==> config.mk <==
export PLATFORM = sky130hd
export DESIGN_NAME = wb_regfile_flat
export DESIGN_NICKNAME = d
export VERILOG_FILES = /design/src/rtl/wb_regfile_pkg.sv /design/src/rtl/wb_regfile_if.sv /design/src/rtl/wb_regfile_core.sv /design/src/rtl/wb_regfile.sv /design/src/flat_wrapper.sv
export SDC_FILE = /design/constraint.sdc
export NUM_CORES = 2
export LEC_CHECK = 0
export BUFFER_PORTS_ARGS = -buffer_cell sky130_fd_sc_hd__buf_2
export CAP_MARGIN = 40
export CORE_MARGIN = 10
export CORE_UTILIZATION = 60
export CTS_CLUSTER_SIZE = 40
export DETAILED_ROUTE_END_ITERATION = 8
export GPL_TIMING_DRIVEN = 0
export HOLD_SLACK_MARGIN = 0.08
export PLACE_DENSITY = 0.88
export SYNTH_ARGS = -nofsm -noshare
export SYNTH_HDL_FRONTEND = slang
export SYNTH_SLANG_ARGS = --single-unit
==> constraint.sdc <==
create_clock -name clk -period 51.4 [get_ports clk]
set_input_delay 2.57 -clock clk [delete_from_list [all_inputs] [get_ports clk]]
set_output_delay 2.57 -clock clk [all_outputs]
set_load 0.005 [all_outputs]
==> src/rtl/wb_regfile_pkg.sv <==
// Shared defaults and helpers for the writeback register file block.
// Default geometry is a 32-entry, 32-bit register file with a 32-bit write counter.
package wb_regfile_pkg;

    localparam int DEF_ASIZE  = 5;
    localparam int DEF_DSIZE  = 32;
    localparam int DEF_NREG   = 1 << DEF_ASIZE;
    localparam int DEF_WCNT_W = 32;

    // A write lands only outside reset, when enabled, and never on r0.
    function automatic logic is_commit(input logic rst_now,
                                       input logic wen,
                                       input logic addr_nonzero);
        return wen & addr_nonzero & ~rst_now;
    endfunction

endpackage

==> src/rtl/wb_regfile_if.sv <==
// MEM/WB-to-writeback bus plus the decode-side read ports and debug counter.
// master drives the pipeline and read addresses; slave is the register file.
interface wb_regfile_if
    import wb_regfile_pkg::*;
#(
    parameter int ASIZE = DEF_ASIZE,
    parameter int DSIZE = DEF_DSIZE,
    parameter int CNT_W = DEF_WCNT_W
) ();

    logic [ASIZE-1:0] waddr_in;
    logic [DSIZE-1:0] aluout_in;
    logic [DSIZE-1:0] memdata_in;
    logic             wen_in;
    logic             memtoreg_in;
    logic [ASIZE-1:0] raddr1;
    logic [ASIZE-1:0] raddr2;
    logic [DSIZE-1:0] rdata1;
    logic [DSIZE-1:0] rdata2;
    logic [DSIZE-1:0] wb_data;
    logic [CNT_W-1:0] wcount;

    modport master (
        output waddr_in, aluout_in, memdata_in, wen_in, memtoreg_in,
        output raddr1, raddr2,
        input  rdata1, rdata2, wb_data, wcount
    );

    modport slave (
        input  waddr_in, aluout_in, memdata_in, wen_in, memtoreg_in,
        input  raddr1, raddr2,
        output rdata1, rdata2, wb_data, wcount
    );

endinterface

==> src/rtl/wb_regfile_core.sv <==
// Raw register storage: async clear, one write port, two unbypassed combinational reads.
// The caller is responsible for never asserting a write to entry 0.
module regfile_core
    import wb_regfile_pkg::*;
#(
    parameter int ASIZE = DEF_ASIZE,
    parameter int DSIZE = DEF_DSIZE
) (
    input  logic             clk,
    input  logic             rst,
    input  logic             we_i,
    input  logic [ASIZE-1:0] waddr_i,
    input  logic [DSIZE-1:0] wdata_i,
    input  logic [ASIZE-1:0] raddr1_i,
    input  logic [ASIZE-1:0] raddr2_i,
    output logic [DSIZE-1:0] rdata1_o,
    output logic [DSIZE-1:0] rdata2_o
);

    localparam int NREG = 1 << ASIZE;

    logic [DSIZE-1:0] regs_q [NREG];

    // One flop bank per entry so reset can clear every entry in parallel.
    generate
        for (genvar gi = 0; gi < NREG; gi++) begin : g_entry
            always_ff @(posedge clk or posedge rst) begin
                if (rst) begin
                    regs_q[gi] <= '0;
                end else if (we_i && (waddr_i == ASIZE'(gi))) begin
                    regs_q[gi] <= wdata_i;
                end
            end
        end
    endgenerate

    assign rdata1_o = regs_q[raddr1_i];
    assign rdata2_o = regs_q[raddr2_i];

endmodule

==> src/rtl/wb_regfile.sv <==
// Writeback stage: selects ALU/load result, commits to the register file,
// serves two bypassed read ports with r0 hardwired to zero, and counts commits.
module wb_regfile
    import wb_regfile_pkg::*;
#(
    parameter int ASIZE = DEF_ASIZE,
    parameter int DSIZE = DEF_DSIZE,
    parameter int CNT_W = DEF_WCNT_W
) (
    input  logic         clk,
    input  logic         rst,
    wb_regfile_if.slave  bus
);

    logic [DSIZE-1:0] wb_data;
    logic             commit;
    logic [DSIZE-1:0] raw_rdata [2];
    logic [ASIZE-1:0] raddr     [2];
    logic [DSIZE-1:0] rdata     [2];
    logic [CNT_W-1:0] wcount_q;
    logic [CNT_W-1:0] wcount_d;

    assign wb_data = bus.memtoreg_in ? bus.memdata_in : bus.aluout_in;

    // Gating with rst keeps the bypass from leaking data while the array reads zero.
    assign commit = is_commit(rst, bus.wen_in, |bus.waddr_in);

    regfile_core #(
        .ASIZE (ASIZE),
        .DSIZE (DSIZE)
    ) u_core (
        .clk      (clk),
        .rst      (rst),
        .we_i     (commit),
        .waddr_i  (bus.waddr_in),
        .wdata_i  (wb_data),
        .raddr1_i (bus.raddr1),
        .raddr2_i (bus.raddr2),
        .rdata1_o (raw_rdata[0]),
        .rdata2_o (raw_rdata[1])
    );

    assign raddr[0] = bus.raddr1;
    assign raddr[1] = bus.raddr2;

    generate
        for (genvar gi = 0; gi < 2; gi++) begin : g_rport
            always_comb begin
                rdata[gi] = raw_rdata[gi];
                if (raddr[gi] == '0) begin
                    rdata[gi] = '0;
                end else if (commit && (bus.waddr_in == raddr[gi])) begin
                    rdata[gi] = wb_data;
                end
            end
        end
    endgenerate

    always_comb begin
        wcount_d = wcount_q;
        if (commit) begin
            wcount_d = wcount_q + CNT_W'(1);
        end
    end

    always_ff @(posedge clk or posedge rst) begin
        if (rst) begin
            wcount_q <= '0;
        end else begin
            wcount_q <= wcount_d;
        end
    end

    assign bus.wb_data = wb_data;
    assign bus.rdata1  = rdata[0];
    assign bus.rdata2  = rdata[1];
    assign bus.wcount  = wcount_q;

endmodule

==> src/flat_wrapper.sv <==
// flat-port wrapper written by rule: the top's interface ports become plain ports
module wb_regfile_flat import wb_regfile_pkg::*;
#(
    parameter int ASIZE = DEF_ASIZE,
    parameter int DSIZE = DEF_DSIZE,
    parameter int CNT_W = DEF_WCNT_W
)
  (clk, rst, bus_waddr_in, bus_aluout_in, bus_memdata_in, bus_wen_in, bus_memtoreg_in, bus_raddr1, bus_raddr2, bus_rdata1, bus_rdata2, bus_wb_data, bus_wcount);
  wb_regfile_if #(.ASIZE(ASIZE), .DSIZE(DSIZE), .CNT_W(CNT_W)) bus_i ();
  input  logic clk;
  input  logic rst;
  input wire logic [$bits(bus_i.waddr_in)-1:0] bus_waddr_in;
  input wire logic [$bits(bus_i.aluout_in)-1:0] bus_aluout_in;
  input wire logic [$bits(bus_i.memdata_in)-1:0] bus_memdata_in;
  input wire logic [$bits(bus_i.wen_in)-1:0] bus_wen_in;
  input wire logic [$bits(bus_i.memtoreg_in)-1:0] bus_memtoreg_in;
  input wire logic [$bits(bus_i.raddr1)-1:0] bus_raddr1;
  input wire logic [$bits(bus_i.raddr2)-1:0] bus_raddr2;
  output wire logic [$bits(bus_i.rdata1)-1:0] bus_rdata1;
  output wire logic [$bits(bus_i.rdata2)-1:0] bus_rdata2;
  output wire logic [$bits(bus_i.wb_data)-1:0] bus_wb_data;
  output wire logic [$bits(bus_i.wcount)-1:0] bus_wcount;
  assign bus_i.waddr_in = bus_waddr_in;
  assign bus_i.aluout_in = bus_aluout_in;
  assign bus_i.memdata_in = bus_memdata_in;
  assign bus_i.wen_in = bus_wen_in;
  assign bus_i.memtoreg_in = bus_memtoreg_in;
  assign bus_i.raddr1 = bus_raddr1;
  assign bus_i.raddr2 = bus_raddr2;
  assign bus_rdata1 = bus_i.rdata1;
  assign bus_rdata2 = bus_i.rdata2;
  assign bus_wb_data = bus_i.wb_data;
  assign bus_wcount = bus_i.wcount;
  wb_regfile #(.ASIZE(ASIZE), .DSIZE(DSIZE), .CNT_W(CNT_W)) u_core (.clk(clk), .rst(rst), .bus(bus_i));
endmodule
Word level (Yosys, flattened, before mapping)
Cells that the tools add are included.
{ "classes": {"add_sub_neg": 1, "div_mod_pow": 0, "reduce_logical": 38, "n_mux": 11, "n_bitwise": 5, "n_shift": 0, "magnitude_cmp": 2, "n_mul": 0, "eq_ne": 33} }
{ "op_table": {"columns": ["op", "count"], "rows": [
  ["binary-select mux 32 bit (select 5 bit)", 2],
  ["2-to-1 mux 32 bit", 9],
  ["equality test 5 bit (second input constant)", 16],
  ["equality test 5 x 4 -> 1 bit (second input constant)", 8],
  ["logical AND 1 bit", 34],
  ["adder 32 x 1 -> 32 bit (second input constant)", 1],
  ["equality test 5 x 3 -> 1 bit (second input constant)", 4],
  ["zero test 5 bit", 3],
  ["greater-or-equal comparator 6 bit (second input constant)", 2],
  ["inverter 5 -> 6 bit", 2],
  ["equality test 5 x 2 -> 1 bit (second input constant)", 2],
  ["equality test 5 bit", 2],
  ["equality test 5 x 1 -> 1 bit (second input constant)", 1],
  ["OR reduction 5 bit", 1],
  ["bitwise AND 1 bit", 2],
  ["inverter 1 bit", 1]
]} }
{ "totals": {"romBits": 0, "register_bits": 1056, "inputBits": 83, "n_memories": 0, "wordCells": 123, "ram_bits": 0, "out_inout_bits": 128, "latch_bits": 0} }

Logic depth before layout (Yosys ltp)
{ "depth": {"ltp_word": 6, "depth_mapped": 9, "depth_no_buf": 5} }

By module
A second synthesis with hierarchy kept.
{ "hier_totals": {"hier_cells": 4999, "area_unflattened_um2": 59007.8} }
{ "modules_own_cells": {"columns": ["mod", "area_each_um2", "cells_per_inst", "seq_area_each_um2", "n_inst"], "rows": [
  ["regfile_core", 55707.2, 4615, 25624.6, 1],
  ["wb_regfile", 3300.7, 384, 800.8, 1]
]} }

Worst setup path after synthesis
OpenSTA, ideal clock, no wires.
{ "synth_timing": {"path_kind": "input -> output", "start": "input port bus_raddr2[0]", "end": "output port bus_rdata2[0]", "t_arrival_ns": 4.171, "n_path_buf": 4, "path_slack_ns": 44.659, "required_time_ns": 48.830, "path_stages": 7, "path_cell_list": "buf_2 buf_4 buf_4 buf_2 mux4_2 o211ai_1 a21oi_1"} }
{ "synth_between": {"elab_chain_len": 6, "elab_cells_between_ends": 9, "classes_between": "1 x eq/ne; 5 x mux; 1 x bitwise; 2 x reduce/logical"} }
{ "synth_rtl": {"columns": ["item", "line", "text"], "rows": [
  ["start, declared", "flat_wrapper.sv:18", "input wire logic [$bits(bus_i.raddr2)-1:0] bus_raddr2;"],
  ["inverter 5 -> 6 bit (implied by the code)", "wb_regfile_core.sv:38", "assign rdata2_o = regs_q[raddr2_i];"],
  ["binary-select mux 32 bit (select 5 bit)", "wb_regfile_core.sv:38", null],
  ["2-to-1 mux 32 bit (implied by the code) (2 in series)", "wb_regfile_core.sv:38", null],
  ["2-to-1 mux 32 bit", "wb_regfile.sv:52", "end else if (commit && (bus.waddr_in == raddr[gi])) begin"],
  ["2-to-1 mux 32 bit *", "wb_regfile.sv:50", "if (raddr[gi] == '0) begin"],
  ["end, declared", "flat_wrapper.sv:20", "output wire logic [$bits(bus_i.rdata2)-1:0] bus_rdata2;"]
]} }
Mark *: on every way between the ends. The rest lies on a longest branch, timed or not. The select of a mux whose other input is x is not followed.

Worst setup path in the final report
{ "layout_timing": {"start": "input port bus_raddr2[4]", "end": "output port bus_rdata2[10]"} }
The elaborated chain is that of the path after synthesis.

==> metrics.cfg <==
[floorplan]
io_pins = 211
dieWidth_um = 322
die_h_um = 322
core_mm2 = 0.0903
row_count = 110
start_util_pct = 60.6
die-area_mm2 = 0.104

[run]
cap_violations = 0

[synth]
synthFlopType = dfrtp_1
avgSynthCellArea_um2 = 10.6
synth-seq-area-share_pct = 48.3
synth_edf_count = 0
ys_warn_count = 0
ys_types = 50
syn_nets = 5225
ys_async_sr_fraction_pct = 100
syn-cell-area_mm2 = 0.0547
syn_inst = 5141
ys_ff_latch = 1056

[power]
p_total_mw = 2.50
ir_worst_vdd_mv = 0.0300
p_leak_nw = 27.7
power_density_mw_per_mm2 = 40.3

[worst_setup_path]
crit_type = input pin to output port
crit_arrival_ns = 6.54
cp-start-kind = input pin
worst_setup_path_end_kind = output port
cp_max_fo = 10
worst_ep_required_time_ns = 48.83

[finish]
post_route_cells_drive_above_1_share_pct = 23.1
area_growth_pct = 13.6
nets = 5630
final_util_pct = 68.8
layout_common_cells = dfrtp_1 (1056), nor2_1 (673), a21oi_1 (534)
fin_area_mm2 = 0.0622
final_common_cell = dfrtp_1

[routing]
drcViolationCount = 0
wl_per_cell_um = 32.5
via_per_inst = 7.25
firstDrtPassIters = 9
antenna_left = 0
num_vias = 49500
routed_wirelength_mm = 222
dr.first_iter.drc_count = 9344

[global_route]
grt_pass1_wl_mm = 319
antenna_found_initial = 12
grt_use_total_pct = 42.1
grt_max_degree = 127
grt-ovfl-total = 0
grt_pass1_vias = 48400

[run_status]
status = completed

[timing]
maxSlewHeadroom_pct = 23.5
period_minus_slack_ns = 9.11
rsz0062_at_grt = no
setup_violations = 0
timing.final.crit_share_pct = 17.7
worst_pin_slew_ns = 1.14
fmax_mhz = 110
final_hold_viol_count = 0
tns_ns = 0
clock-skew-final_ns = 0.0177
hold_ws_ns = 0.480
drv_slew = 0

[cts]
cts_tree = yes
clk_pin_slew_ns = 0.06
numCtsBuffers = 108
postCtsHoldBufs = 0
max-clock-path-buffers = 3
cts_sinks = 1056
postCtsSetupRepairBufs = 0
cts_resized = 0
cts-htree-levels = 3
clk_latency_ns = 0.73
cts-root-buf = clkbuf_16

[place]
place_area_mm2 = 0.0580
hpwlAfterDp_mm = 167
gp_congestion = 1.10
portBuffers = 205

[worst_hold_path]
hp-class = flip-flop to flip-flop

[stage by stage]
stage / std cells / setup WS [ns]
final: 6821 / 42.29
after global routing: 6817 / 42.48
after CTS: 6793 / 42.61
after detailed placement: 6589 / 42.61
after global placement: 6522 / 8.45
after floorplan: 5141 / 19.11
[Yosys cell counts (2+ instances only)]
cell type	number	share of area, %
dfrtp_1	1056	48
nor2_1	673	4.6
a21oi_1	534	4.9
nand2_1	508	3.5
o21ai_0	473	4.3
mux4_2	385	16
clkbuf_1	322	2.2
o22ai_1	196	2.2
mux2_2	188	3.9
buf_2	154	1.4
mux2i_1	100	1.8
nor3_1	78	0.71
nor4_1	77	0.88
buf_4	51	0.70
a211oi_1	41	0.56
inv_1	38	0.26
a221o_1	31	0.57
xnor2_1	26	0.42
a21o_1	22	0.30
o211ai_1	22	0.30
o22a_1	22	0.35
nand3_1	16	0.15
xor2_1	15	0.24
buf_1	14	0.096
nand4_1	12	0.14
buf_6	11	0.23
o21ai_1	11	0.10
nand2b_1	9	0.10
nor2_2	9	0.10
and4_1	7	0.11
and3_1	5	0.057
nor2b_1	5	0.057
nand3b_1	3	0.041
nor3_2	3	0.055
or3_1	3	0.034
or3b_2	3	0.048
a221oi_1	2	0.032
and2_1	2	0.023
nor3_4	2	0.059
or2_2	2	0.023
[where the power goes]
group / switching (mW) / internal, mW / total, mW
registers: 0.115 / 0.966 / 1.08
clock network: 0.368 / 0.540 / 0.908
logic: 0.287 / 0.227 / 0.514
total: 0.769 / 1.73 / 2.50
[sequential cells by signal (all words and copies together) (netlist names)]
register,count
u_core.bus.wcount,32
u_core.u_core.regs_q,1024
[routing by layer]
metal / up-vias / share of wire [%] / global-route usage (%)
met5: - / 0.020 / 0
met1: 24100 / 33 / 50.5
met2: 4804 / 42 / 59.9
met3: 1146 / 17 / 19.7
met4: 6 / 8.2 / 28.2
li1: 19400 / - / -
[logic make-up (layout without fill, tap and decap cells)]
kind of cell,count (synthesis),count (layout),share of synthesized area [%]
AOI/OAI and AO/OA,1360,1360,13.8
xor gates and xnor gates,41,41,0.657
DFF,1056,1056,48.3
muxes,673,673,21.6
other,0,5,0
adders and majority gates,1,1,0.0229
and+or+nand+nor,1420,1420,10.8
buffers and inverters,590,1089,4.90
[path summary, 6_finish.rpt]
path	cells past startpoint	slack [ns]	from	endpoint
min	1	0.48	u_core.u_core.regs_q[1013]$_DFFE_PP0P_	u_core.u_core.regs_q[1013]$_DFFE_PP0P_
max in group asynchronous	6	47.06	rst	u_core.u_core.regs_q[111]$_DFFE_PP0P_
min reg2reg	1	0.48	u_core.u_core.regs_q[1013]$_DFFE_PP0P_	u_core.u_core.regs_q[1013]$_DFFE_PP0P_
max	9	42.29	bus_raddr2[4]	bus_rdata2[10]
min in group asynchronous	2	1.91	rst	u_core.bus.wcount[11]$_DFFE_PP0P_
max reg2reg	5	49.08	u_core.bus.wcount[6]$_DFFE_PP0P_	u_core.bus.wcount[18]$_DFFE_PP0P_
[critical path: stages]
cell      delay, ns
buf_2          0.17
buf_2          0.25
nand2_1        0.64
clkbuf_1       0.77
clkbuf_1       0.69
o22a_1         0.29
o211ai_1       0.14
a21oi_1        0.75
buf_2          0.25
[final cells by class]
| type | instances | area [um2] |
|---|---|---|
| timing repair buffer | 295 | 1920 |
| antenna | 5 | 12.5 |
| clock inverter | 57 | 895 |
| tap | 1176 | 1470 |
| multi-input combinational | 3495 | 25600 |
| clock buffer | 147 | 3150 |
| sequential | 1056 | 26400 |
| buffer | 552 | 2540 |
| fill | 6410 | 28100 |
| inverter | 38 | 150 |
Note: power is estimated with default switching activity, not from simulation.
